<file path="config.mk">
export PLATFORM = sky130hd
export DESIGN_NAME = iter_shifter
export DESIGN_NICKNAME = d
export VERILOG_FILES = /design/src/rtl/iter_shifter.sv
export SDC_FILE = /design/constraint.sdc
export NUM_CORES = 1
export LEC_CHECK = 0
export ABC_AREA = 0
export CAP_MARGIN = 20
export CORE_ASPECT_RATIO = 1.25
export CORE_MARGIN = 2
export CORE_UTILIZATION = 49
export DETAILED_ROUTE_END_ITERATION = 10
export PLACE_DENSITY = 0.83
export SKIP_LAST_GASP = 1
export SYNTH_ARGS = -nofsm -noshare
export SYNTH_HDL_FRONTEND = slang
export SYNTH_SLANG_ARGS = --single-unit
</file>
<file path="constraint.sdc">
create_clock -name clk -period 2.86 [get_ports clk]
set_input_delay 0.286 -clock clk [delete_from_list [all_inputs] [get_ports clk]]
set_output_delay 0.286 -clock clk [all_outputs]
set_load 0.02 [all_outputs]
</file>
<file path="src/rtl/iter_shifter.sv">
// rtl/iter_shifter.sv - multi-cycle LSL/LSR/ASR/ROR shifter, up to STEP bits per clock
module iter_shifter #(
    parameter int  WIDTH = 32,
    parameter int  STEP  = 1,
    localparam int SHW   = $clog2(WIDTH)
) (
    input  logic             clk,
    input  logic             rst_n,
    input  logic             start,
    input  logic [WIDTH-1:0] in,
    input  logic [SHW-1:0]   amt,
    input  logic [1:0]       mode,
    output logic             busy,
    output logic             done,
    output logic [WIDTH-1:0] f
);

    typedef enum logic [1:0] {
        IDLE  = 2'd0,
        SHIFT = 2'd1,
        DONE  = 2'd2
    } state_t;

    localparam logic [1:0] M_LSL = 2'b00;
    localparam logic [1:0] M_LSR = 2'b01;
    localparam logic [1:0] M_ASR = 2'b10;
    localparam logic [1:0] M_ROR = 2'b11;

    localparam logic [SHW-1:0] STEP_C  = SHW'(STEP);
    localparam logic [SHW:0]   WIDTH_C = (SHW + 1)'(WIDTH);

    state_t           state, state_n;
    logic [WIDTH-1:0] data;
    logic [SHW-1:0]   cnt;
    logic [1:0]       op;

    logic             accept;
    logic [SHW-1:0]   k;
    logic [SHW-1:0]   cnt_nxt;
    logic [SHW:0]     rot_amt;
    logic [WIDTH-1:0] shifted;

    assign busy   = (state == SHIFT);
    assign done   = (state == DONE);
    assign accept = start && (state != SHIFT);

    // The final step may be partial: never shift past the remaining count.
    always_comb begin
        k       = (cnt < STEP_C) ? cnt : STEP_C;
        cnt_nxt = cnt - k;
        rot_amt = WIDTH_C - {1'b0, k};
        shifted = data;
        case (op)
            M_LSL:   shifted = data << k;
            M_LSR:   shifted = data >> k;
            M_ASR:   shifted = $unsigned($signed(data) >>> k);
            M_ROR:   shifted = (data >> k) | (data << rot_amt);
            default: shifted = data;
        endcase
    end

    always_ff @(posedge clk or negedge rst_n) begin
        if (!rst_n) begin
            state <= IDLE;
        end else begin
            state <= state_n;
        end
    end

    always_comb begin
        state_n = state;
        case (state)
            IDLE, DONE: begin
                if (accept) begin
                    state_n = (amt == '0) ? DONE : SHIFT;
                end else begin
                    state_n = IDLE;
                end
            end
            SHIFT: begin
                if (cnt_nxt == '0) begin
                    state_n = DONE;
                end
            end
            default: state_n = IDLE;
        endcase
    end

    // f is written only on the edge that enters DONE, so it holds across later operations.
    always_ff @(posedge clk or negedge rst_n) begin
        if (!rst_n) begin
            data <= '0;
            cnt  <= '0;
            op   <= '0;
            f    <= '0;
        end else if (accept) begin
            data <= in;
            cnt  <= amt;
            op   <= mode;
            if (amt == '0) begin
                f <= in;
            end
        end else if (state == SHIFT) begin
            data <= shifted;
            cnt  <= cnt_nxt;
            if (cnt_nxt == '0) begin
                f <= shifted;
            end
        end
    end

endmodule
</file>
==> results of run 1 <==
==> registers in the layout (all words and copies together) (netlist names) <==
signal  cells
f          32
op          2
state       2
cnt         5
data       32
==> critical path: stages, from the launching register on <==
cell and delay, ns:
dfrtp_1 0.47, nor4_4 0.38, nand2_4 0.07, inv_2 0.06, ha_2 0.35, mux2_2 0.26
a211oi_1 0.07, o311ai_0 0.57, buf_4 0.21, o21ai_1 0.08, a21oi_1 0.14
==> report_power, final <==
group / internal (mW) / leakage, nW / switching (mW)
Combinational: 1.90 / 1.44 / 2.21
Clock: 0.871 / 0.172 / 0.445
Sequential: 1.57 / 0.851 / 0.621
Total: 4.34 / 2.46 / 3.28
==> cell usage in the layout, fill, tap and decap left out, types with 2 or more instances in the layout <==
master           count
mux2i_1             20
nand2_1             58
a211oi_1            12
o21ai_1             12
o31ai_1              2
bufinv_16            3
ha_1                 2
o22ai_1             13
mux2_2              33
and3_1               3
clkdlybuf4s50_1     74
a31oi_1             10
nor3_1              12
nand2b_1             2
dfrtp_1             72
or4_1                3
clkinv_2             3
o21a_1               6
a211o_1              4
buf_4               19
nand3_1              8
a21o_1               5
nor2b_1              7
o211ai_1            17
nor4_1               3
a22oi_1              3
a32oi_1              2
a311oi_1             5
a21oi_1             27
nor2_1              31
inv_2                2
o21ai_0             33
o221ai_1             5
clkbuf_16            9
inv_1               14
buf_12               4
mux2_4               3
a22o_1               3
==> area by class of cell <==
type / count / area share (%)
Multi-Input combinational cell: 377 / 43.3
Clock buffer: 10 / 4.04
Tap cell: 123 / 2.60
Clock inverter: 6 / 1.78
Inverter: 16 / 1.02
Sequential cell: 73 / 30.9
Timing Repair Buffer: 98 / 16.4
==> through the flow <==
| stage | hold slack [ns] | utilization, % | instances |
|---|---|---|---|
| final | 0.0579 | 64.2 | 703 |
| after detailed placement | 0.456 | 60.4 | 687 |
| after floorplan | -0.00959 | - | 505 |
| after global routing | 0.130 | 64.2 | 703 |
| after global placement | 0.434 | 60.4 | 687 |
| after CTS | 0.0941 | 64.1 | 703 |
==> kinds of logic after synthesis <==
logic type / Yosys count / synth area share, %
AND/OR/NAND/NOR: 141 / 14.7
flip-flops: 73 / 39.2
buffers and inverters: 55 / 6.01
multiplexers: 58 / 14.0
adder cells (fa/ha/maj): 3 / 0.805
other: 1 / 0.0804
AO/OA/AOI/OAI: 174 / 25.3
==> per-layer routing <==
metal	vias up	wire, um	GRT usage [%]
li1	2026	-	-
met1	2173	6030	37.0
met2	212	6990	47.5
met3	48	864	4.13
met4	0	499	13.1
met5	-	0	0
==> worst max-delay path by stage <==
stage	to	depth (start not counted)	from
after floorplan	f[30]$_DFFE_PN0P_	11	cnt[4]$_DFFE_PN0P_
after global placement	f[4]$_DFFE_PN0P_	9	cnt[3]$_DFFE_PN0P_
after detailed placement	f[21]$_DFFE_PN0P_	10	cnt[4]$_DFFE_PN0P_
after CTS	f[21]$_DFFE_PN0P_	10	cnt[4]$_DFFE_PN0P_
after global routing	f[30]$_DFFE_PN0P_	10	cnt[4]$_DFFE_PN0P_
final	f[21]$_DFFE_PN0P_	10	cnt[4]$_DFFE_PN0P_
==> repair_timing <==
action	in CTS	in global routing
endpoints found under the setup margin	0	13
hold buffers	0	0
resized for setup	0	2
==> results.md, run 1 <==
- HPWL after DPL: 9.91 mm
- Gr ovfl total: 0
- Unique masters post-synth: 67
- Largest net degree at the start of global routing: 39
- Initial antenna violation count: 0
- Number of synthesized flops with an enable pin: 0
- Maximum VDD drop: 0.000662 V
- Wire per inst: 20.5 um
- Synth Register Bits: 73
- Critical path class: reg -> reg
- Primary FF master, synth: dfrtp_1
- Number of global-route vias before repair: 4532
- Layout net count: 620
- Slew Limit Headroom: 40.6%
- Clock slew at reported path FFs: 0.06 ns
- Dominant cell type by area after synthesis: dfrtp_1
- Ys async rst share: 100%
- Synth warnings: 0
- Outcome: finished, final reports clean
- Max_cap viols: 0
- Cell Pwr Density: 1290 nW/um2
- Crit-path max FO: 11
- Post-Synthesis Cells: 505
- Drc violations: 0
- FILL cells: 764
- Period Utilization, post-route: 96.2%
- Max Slew Vio Count: 0
- Rows: 39
- Pleak: 2.46 nW
- H-tree levels: 3
- Core Region: 9220 um2
- Post-CTS Setup Inserts: 0
- R2R Setup Slk: 0.11 ns
- DR iter-0 viols: 370
- Post-synthesis cell area: 4660 um2
- Most common cell in the netlist: dfrtp_1
- Die area: 10300 um2
- Routed Antenna Nets: 0
- First-pass GRT wire length: 23.3 mm
- DIE WIDTH: 91.2 um
- Endpoints failing hold: 0
- Path depth of the worst reg2reg path: 10
- Tmin final: 2.75 ns
- RSZ-0062 raised after global routing: no
- Max Clk Rate: 364 MHz
- Top post-synthesis cells by count: dfrtp_1, nand2_1, mux2_2, o21ai_0, nor2_1
- Final Power: 7.62 mW
- Setup WS pre-CTS: 0.0993 ns
- CTS Root Cell: clkbuf_16
- Placed cell area: 5570 um2
- Critical path required time: 3.13 ns
- Final GP Congestion: 0.930
- Synth Area per Inst: 9.23 um2
- Critical Path End Type: flop
- Area growth syn-to-layout: 26.9%
- Footprint of the multi-input gates: 2560 um2
- Clk Latency, worst-skew pair: 0.34 ns
- Vias per cell: 6.34
- CTS max path bufs: 2
- CTS Sinks: 73
- GRT Total Usage: 28.6%
- Antenna diodes: 0
- Vias: 4459
- Initial core utilization: 50.5%
- Post-synth top area share: 39.2%
- Layout Skew: 0.00595 ns
- Design area: 5920 um2
- Worst r2r dst: f[21]$_DFFE_PN0P_
- Seq/Total Area, Yosys: 39.2%
- WP data arrival: 3.02 ns
- Sequential cell area: 1830 um2
- Hold Crit Class: in -> async
- Setup WS post-layout: 0.109 ns
- CTS Buf Count: 9
- PortBufs: 75
- WL final: 14.4 mm
- CP Launch Type: flop
- Share of layout cells above drive strength 1: 16.7%
- TritonCTS clock tree: yes
- Final setup violation count: 0
- Die Y: 113 um
- Synth area leaders: dfrtp_1, mux2_2, nand2_1
- Final setup TNS: 0 ns
- Worst Max-Slew Pin Slew: 0.888 ns
- Syn_nets: 550
- FF-to-FF Start: cnt[4]$_DFFE_PN0P_
- First-pass DRT Iterations: 5
- IO Pins: 76
Note: power is estimated with default switching activity, not from simulation.
==> run 2: changes to the inputs <==
--- a/config.mk
+++ b/config.mk
@@ -5,13 +5,14 @@
 export SDC_FILE = /design/constraint.sdc
 export NUM_CORES = 1
 export LEC_CHECK = 0
-export ABC_AREA = 0
+export ABC_AREA = 1
 export CAP_MARGIN = 20
 export CORE_ASPECT_RATIO = 1.25
 export CORE_MARGIN = 2
-export CORE_UTILIZATION = 49
+export CORE_UTILIZATION = 25
 export DETAILED_ROUTE_END_ITERATION = 10
-export PLACE_DENSITY = 0.83
+export HOLD_SLACK_MARGIN = 0.05
+export PLACE_DENSITY = 0.51
 export SKIP_LAST_GASP = 1
 export SYNTH_ARGS = -nofsm -noshare
 export SYNTH_HDL_FRONTEND = slang
==> run 2 against run 1 <==
  * Synthesized area down 1.2%
  * Hold slack better by 0.042 ns
  * Via count up 3.1%
  * Clock-buffer cell count up 4
  * Final cell count up 42%
  * Routed wire length about the same
  * Synthesized cell count up 39%
  * Fmax up 13%
  * Design area down 0.17%
  * Die area up 89%
  * Sequential power down 14%
==> results.md, run 2 <==
- Outcome: finished, final reports clean
- First-pass DRT Iterations: 5 (unchanged)
- Die Y: 156 um (+38%)
- Resized Gates After CTS: 0 (unchanged)
- Drc violations: 0 (unchanged)
- Cell Pwr Density: 1260 nW/um2 (-1.9%)
- Hold Crit Class: in -> async
- IO Pins: 76 (unchanged)
- Routed Antenna Nets: 0 (unchanged)
- WP data arrival: 2.71 ns (-0.31 ns)
- Max Clk Rate: 411 MHz (+13%)
- Final setup TNS: 0 ns (unchanged)
- Wire per inst: 14.5 um (-29%)
- Commonest non-fill, non-tap cell in the layout: nand2_1
- Initial core utilization: 25.5% (-25 points)
- Commonest cells after routing, fill and taps aside: nand2_1, clkdlybuf4s50_1, dfrtp_1
- CTS Sinks: 73 (unchanged)
- Syn_nets: 745 (+35%)
- Crit-path max FO: 29 (+18)
- Top post-synthesis cells by count: nand2_1, dfrtp_1, nand3_1
- Synth Register Bits: 73 (unchanged)
- Design area: 5910 um2 (-0.17%)
- Post-synth top area share: 39.6% (+0.46 points)
- Core Region: 18100 um2 (+96%)
- Post-Synthesis Cells: 700 (+39%)
- Endpoints failing hold: 0 (unchanged)
- Most common cell in the netlist: nand2_1
- GRT Total Usage: 15.1% (-13 points)
- FILL cells: 2001 (+160%)
- Slew Limit Headroom: 35.8% (-4.8 points)
- H-tree levels: 3 (unchanged)
- WL final: 14.4 mm (about the same)
- Max_cap viols: 0 (unchanged)
- Top Registers: data x32, f x32, cnt x5
- Share of layout cells above drive strength 1: 6.52% (-10 points)
- Post-CTS Hold Fix Bufs: 0 (unchanged)
- Synth warnings: 0 (unchanged)
- Antenna diodes: 0 (unchanged)
- Maximum VDD drop: 0.000358 V (-46%)
- Final GP Congestion: 0.933 (+0.26%)
- Vias: 4598 (+3.1%)
- Synth Area per Inst: 6.58 um2 (-29%)
- CTS max path bufs: 2 (unchanged)
- Gr ovfl total: 0 (unchanged)
- Critical Path End Type: flop
- Area growth syn-to-layout: 28.2%
- Max Slew Vio Count: 0 (unchanged)
- Crit path from: cnt[1]$_DFFE_PN0P_
- Vias per cell: 4.62 (-27%)
- Dominant cell type by area after synthesis: dfrtp_1
- HPWL after DPL: 10.1 mm (+2.2%)
- CTS Root Cell: clkbuf_16
- Critical path class: reg -> reg
- Synth area leaders: dfrtp_1, nand2_1, nand3_1
- Number of global-route vias before repair: 4472 (-1.3%)
- CP Launch Type: flop
- Post-synthesis cell area: 4610 um2 (-1.2%)
- Layout Skew: 0.00677 ns (+0.000814 ns)
- Primary FF master, synth: dfrtp_1
- Critical path required time: 3.13 ns (about the same)
- DIE WIDTH: 125 um (+37%)
- Initial antenna violation count: 0 (unchanged)
- Ys async rst share: 100% (unchanged)
- FF-to-FF Start: cnt[1]$_DFFE_PN0P_
- Rows: 55 (+41%)
- Final setup violation count: 0 (unchanged)
- Layout net count: 807 (+30%)
- Post-CTS Setup Inserts: 0 (unchanged)
- Placed cell area: 5580 um2 (+0.27%)
- Seq/Total Area, Yosys: 39.6% (+0.46 points)
- Number of synthesized flops with an enable pin: 0 (unchanged)
- TritonCTS clock tree: yes
- CTS Buf Count: 9 (unchanged)
- Worst Max-Slew Pin Slew: 0.963 ns (+0.0751 ns)
- DR iter-0 viols: 297 (-20%)
- Unique masters post-synth: 34 (-49%)
- Largest net degree at the start of global routing: 74 (+90%)
- First-pass GRT wire length: 23.8 mm (+2.1%)
- Tmin final: 2.43 ns (-0.320 ns)
- Clock slew at reported path FFs: 0.06 ns (about the same)
- RSZ-0062 raised after global routing: no
- Clk Latency, worst-skew pair: 0.34 ns (about the same)
- Die area: 19500 um2 (+89%)
- Pleak: 2.91 nW (+18%)
- Period Utilization, post-route: 85.0% (-11 points)
- PortBufs: 75 (unchanged)
[run 2: changes by cell type after synthesis, sizes merged, moves of 13 or more]
cell    delta
mux2i     -20
nand2    +258
o21ai     +14
a211oi    -13
nand3     +54
inv       +39
mux2      -37
nor2      -13
[run 2: final timing paths]
check | to | slack, ns | depth (start not counted)
max | f[26]$_DFFE_PN0P_ | 0.43 | 14
min | f[4]$_DFFE_PN0P_ | 0.10 | 1
max reg2reg | f[26]$_DFFE_PN0P_ | 0.43 | 14
min reg2reg | state[1]$_DFFE_PN0P_ | 0.44 | 1
max in group asynchronous | f[19]$_DFFE_PN0P_ | 2.13 | 1
min in group clk | state[1]$_DFFE_PN0P_ | 0.44 | 1
[run 2: layout make-up]
cell class,count,area (um2),area share [%]
inverters,55,206,3.50
multi-input cells,533,2390,40.5
clock buffers,14,264,4.47
clock inverters,2,60.1,1.02
flip-flops and latches,73,1830,30.9
repair buffers,90,873,14.8
well taps,228,285,4.83
[run 2: critical path: stages, from the launching register on]
cell	delay, ns
dfrtp_1	0.40
nor2_4	0.09
a21oi_2	0.20
inv_1	0.09
ha_1	0.21
inv_1	0.08
nand3_1	0.10
xor2_1	0.17
o21ai_1	0.11
nand3_1	0.10
inv_2	0.09
nand2_4	0.05
inv_2	0.42
nand3_1	0.17
nand2_1	0.09
[run 2: kinds of logic after synthesis]
family | count (synthesis) | share of synthesized area (%)
flops | 73 | 39.6
xor+xnor | 2 | 0.380
simple gates | 417 | 37.1
compound gates | 110 | 13.4
other cells | 1 | 0.0814
buf+inv | 94 | 8.58
fa+ha+maj | 3 | 0.815
[run 2: stage by stage]
step | util, % | instances | hold WS (ns) | power, mW | setup WS, ns
after floorplan | - | 700 | -0.00959 | 4.89 | 0.362
after global placement | 30.8 | 979 | 0.432 | 6.26 | 0.399
after detailed placement | 30.8 | 979 | 0.439 | 6.26 | 0.385
after CTS | 32.6 | 995 | 0.161 | 7.56 | 0.360
after global routing | 32.6 | 995 | 0.186 | 8.25 | 0.152
final | 32.6 | 995 | 0.100 | 7.46 | 0.429
[run 2: per-layer routing]
layer	vias to the layer above	share of wire (%)	global-route usage, %
li1	2373	-	-
met1	2099	49	21.2
met2	111	45	24.2
met3	15	3.6	2.09
met4	0	1.7	4.55
met5	-	0	0
[run 2: power breakdown]
group	internal, mW	total (mW)	switching (mW)	leakage, nW
Combinational	1.56	4.33	2.77	1.87
Clock	0.813	1.25	0.432	0.157
Sequential	1.57	1.88	0.305	0.885
==> run 3: changes to the inputs <==
==> constraint.sdc (replaced) <==
create_clock -name clk -period 1.97 [get_ports clk]
set_input_delay 0.197 -clock clk [delete_from_list [all_inputs] [get_ports clk]]
set_output_delay 0.197 -clock clk [all_outputs]
set_load 0.02 [all_outputs]
==> run 3 against run 2 <==
  * The run now ends with setup timing left
  * Clock skew is 0.00063 ns lower
  * Global-route usage up 0.61 points
  * Setup slack worse by 0.51 ns
  * Power grew 72%
  * Sequential cell count did not move
  * Clock-buffer cell count is 1 higher
  * Core utilization up 5.8 points
  * Die area did not move
  * Critical path type unchanged
==> results.md, run 3 (synthesis gave the netlist of run 2 again) <==
- Outcome: complete, but fails checks
- Failing checks: setup timing
- Initial antenna violation count: 0 (unchanged)
- Endpoints failing hold: 0 (unchanged)
- Max_cap viols: 0 (unchanged)
- Setup WS post-layout: -0.0772 ns (-0.506 ns)
- Critical path class: reg -> reg
- Clock slew at reported path FFs: 0.06 ns (about the same)
- Initial core utilization: 25.5% (unchanged)
- Cell Pwr Density: 1840 nW/um2 (+46%)
- Max Clk Rate: 488 MHz (+19%)
- TritonCTS clock tree: yes
- Worst Max-Slew Pin Slew: 0.534 ns (-0.428 ns)
- Top Registers: data x32, f x32, cnt x5
- Vias: 5025 (+9.3%)
- Gr ovfl total: 0 (unchanged)
- Final GP Congestion: 0.902 (-3.3%)
- Antenna diodes: 0 (unchanged)
- Final setup violation count: 30 (+30)
- Share of layout cells above drive strength 1: 23.5% (+17 points)
- FILL cells: 1914 (-4.3%)
- H-tree levels: 3 (unchanged)
- Final setup TNS: -0.727 ns (-0.727 ns)
- Critical Path End Type: flop
- Area growth syn-to-layout: 51.0%
- CP Launch Type: flop
- PortBufs: 75 (unchanged)
- WL final: 16.5 mm (+15%)
- Rows: 55 (unchanged)
- Die Y: 156 um (unchanged)
- Hold Crit Class: in -> async
- RSZ-0062 raised after global routing: yes
- R2R Setup Slk: -0.08 ns (-0.51 ns)
- Die area: 19500 um2 (unchanged)
- Vias per cell: 4.77 (+3.3%)
- CTS max path bufs: 2 (unchanged)
- Design area: 6960 um2 (+18%)
- GRT Total Usage: 15.7% (+0.61 points)
- IO Pins: 76 (unchanged)
- Number of global-route vias before repair: 4840 (+8.2%)
- CTS Sinks: 73 (unchanged)
- DP Cell Count: 1014 (+3.6%)
- Clk Latency, worst-skew pair: 0.34 ns (about the same)
- Wire per inst: 15.7 um (+8.7%)
- Final hold slack: 0.355 ns (+0.255 ns)
- Commonest cells after routing, fill and taps aside: nand2_1, clkdlybuf4s50_1, dfrtp_1
- Max Slew Vio Count: 0 (unchanged)
- Drc violations: 0 (unchanged)
- Path depth of the worst reg2reg path: 14 (unchanged)
- Period Utilization, post-route: 104% (+19 points)
- Pleak: 3.37 nW (+16%)
- WP data arrival: 2.32 ns (-0.39 ns)
- Placed cell area: 5950 um2 (+6.5%)
- Non-Filler Instances: 1053 (+5.8%)
- Final Power: 12.8 mW (+72%)
- Slew Limit Headroom: 64.4% (+29 points)
- Tmin final: 2.05 ns (-0.384 ns)
- CTS Root Cell: clkbuf_16
- Crit path from: cnt[2]$_DFFE_PN0P_
- Critical path required time: 2.25 ns (-0.88 ns)
- HPWL after DPL: 11.1 mm (+10%)
- First-pass GRT wire length: 24.8 mm (+4.1%)
- Layout Skew: 0.00614 ns (-0.000632 ns)
- DIE WIDTH: 125 um (unchanged)
- DR iter-0 viols: 297 (unchanged)
- Crit-path max FO: 7 (-76%)
- Routed Antenna Nets: 0 (unchanged)
- Largest net degree at the start of global routing: 56 (-24%)
- Maximum VDD drop: 0.000624 V (+74%)
- First-pass DRT Iterations: 7 (+2)
- Worst r2r dst: data[29]$_DFFE_PN0P_
- Core Region: 18100 um2 (unchanged)
- Layout net count: 865 (+7.2%)
- Commonest non-fill, non-tap cell in the layout: nand2_1
- FF-to-FF Start: cnt[2]$_DFFE_PN0P_
- CTS Buf Count: 9 (unchanged)
-- run 3: cell types whose count changed in the layout (fill, tap and decap cells not counted), moves of 6 or more --
cell,before,now
buf_12,1,9
buf_4,15,48
buf_6,0,9
clkbuf_16,9,15
nand2_1,317,278
nand2_2,0,37
nand3_1,61,36
nand3_2,1,25
o21ai_0,50,37
o21ai_1,9,17
-- run 3: cell type report --
class	instances	area, um2	share of cell area, %
clock buffer	15	298	4.28
inverter	55	226	3.25
clock inverter	1	30.0	0.432
multi-input combinational	533	2740	39.4
sequential	73	1830	26.3
timing repair buffer	147	1540	22.2
tap	228	285	4.10
timing repair inverter	1	6.26	0.0899
-- run 3: power by group --
part	switching (mW)	leakage, nW	internal, mW
Sequential	0.457	0.885	2.29
Combinational	4.86	2.32	3.42
Clock	0.632	0.162	1.15
-- run 3: worst max path at each step --
stage | cells past startpoint | endpoint | slack (ns)
floorplan | 16 | f[7]$_DFFE_PN0P_ | 0.0002
global placement | 11 | data[13]$_DFFE_PN0P_ | -0.05
detailed placement | 13 | data[14]$_DFFE_PN0P_ | -0.05
CTS | 15 | f[31]$_DFFE_PN0P_ | -0.008
global route | 15 | f[17]$_DFFE_PN0P_ | -0.20
finish | 14 | data[29]$_DFFE_PN0P_ | -0.08
-- run 3: metal layers --
layer	GRT usage, %	vias to the layer above	share of wire [%]
met5	0	-	0
li1	-	2500	-
met2	26.5	154	48
met4	5.40	0	3.1
met3	2.57	37	4.7
met1	20.5	2334	45
-- run 3: timing repair --
action,in CTS,in global routing
endpoints found under the setup margin,32,59
gates cloned,0,8
pin swaps,2,46
buffers inserted,2,13
endpoints found under the hold margin,33,0
hold buffers,1,0
resized for setup,8,115
-- run 3: stage by stage --
step / setup slack [ns] / utilization, %
after floorplan: 0.000194 / -
final: -0.0772 / 38.4
after global routing: -0.195 / 38.4
after global placement: -0.0458 / 32.9
after detailed placement: -0.0504 / 32.9
after CTS: -0.00834 / 35.0
-- run 3: worst max-delay path: stages, from the launching register on --
cell     delay [ns]
dfrtp_1        0.40
nor2_4         0.17
nand2_2        0.08
nor2_4         0.17
ha_4           0.29
buf_12         0.16
nor2_2         0.13
nand2_1        0.08
nand2_1        0.07
nand2_1        0.06
nand2_1        0.06
nand2_1        0.05
nand2_2        0.10
nand3_1        0.07
nand2_1        0.07
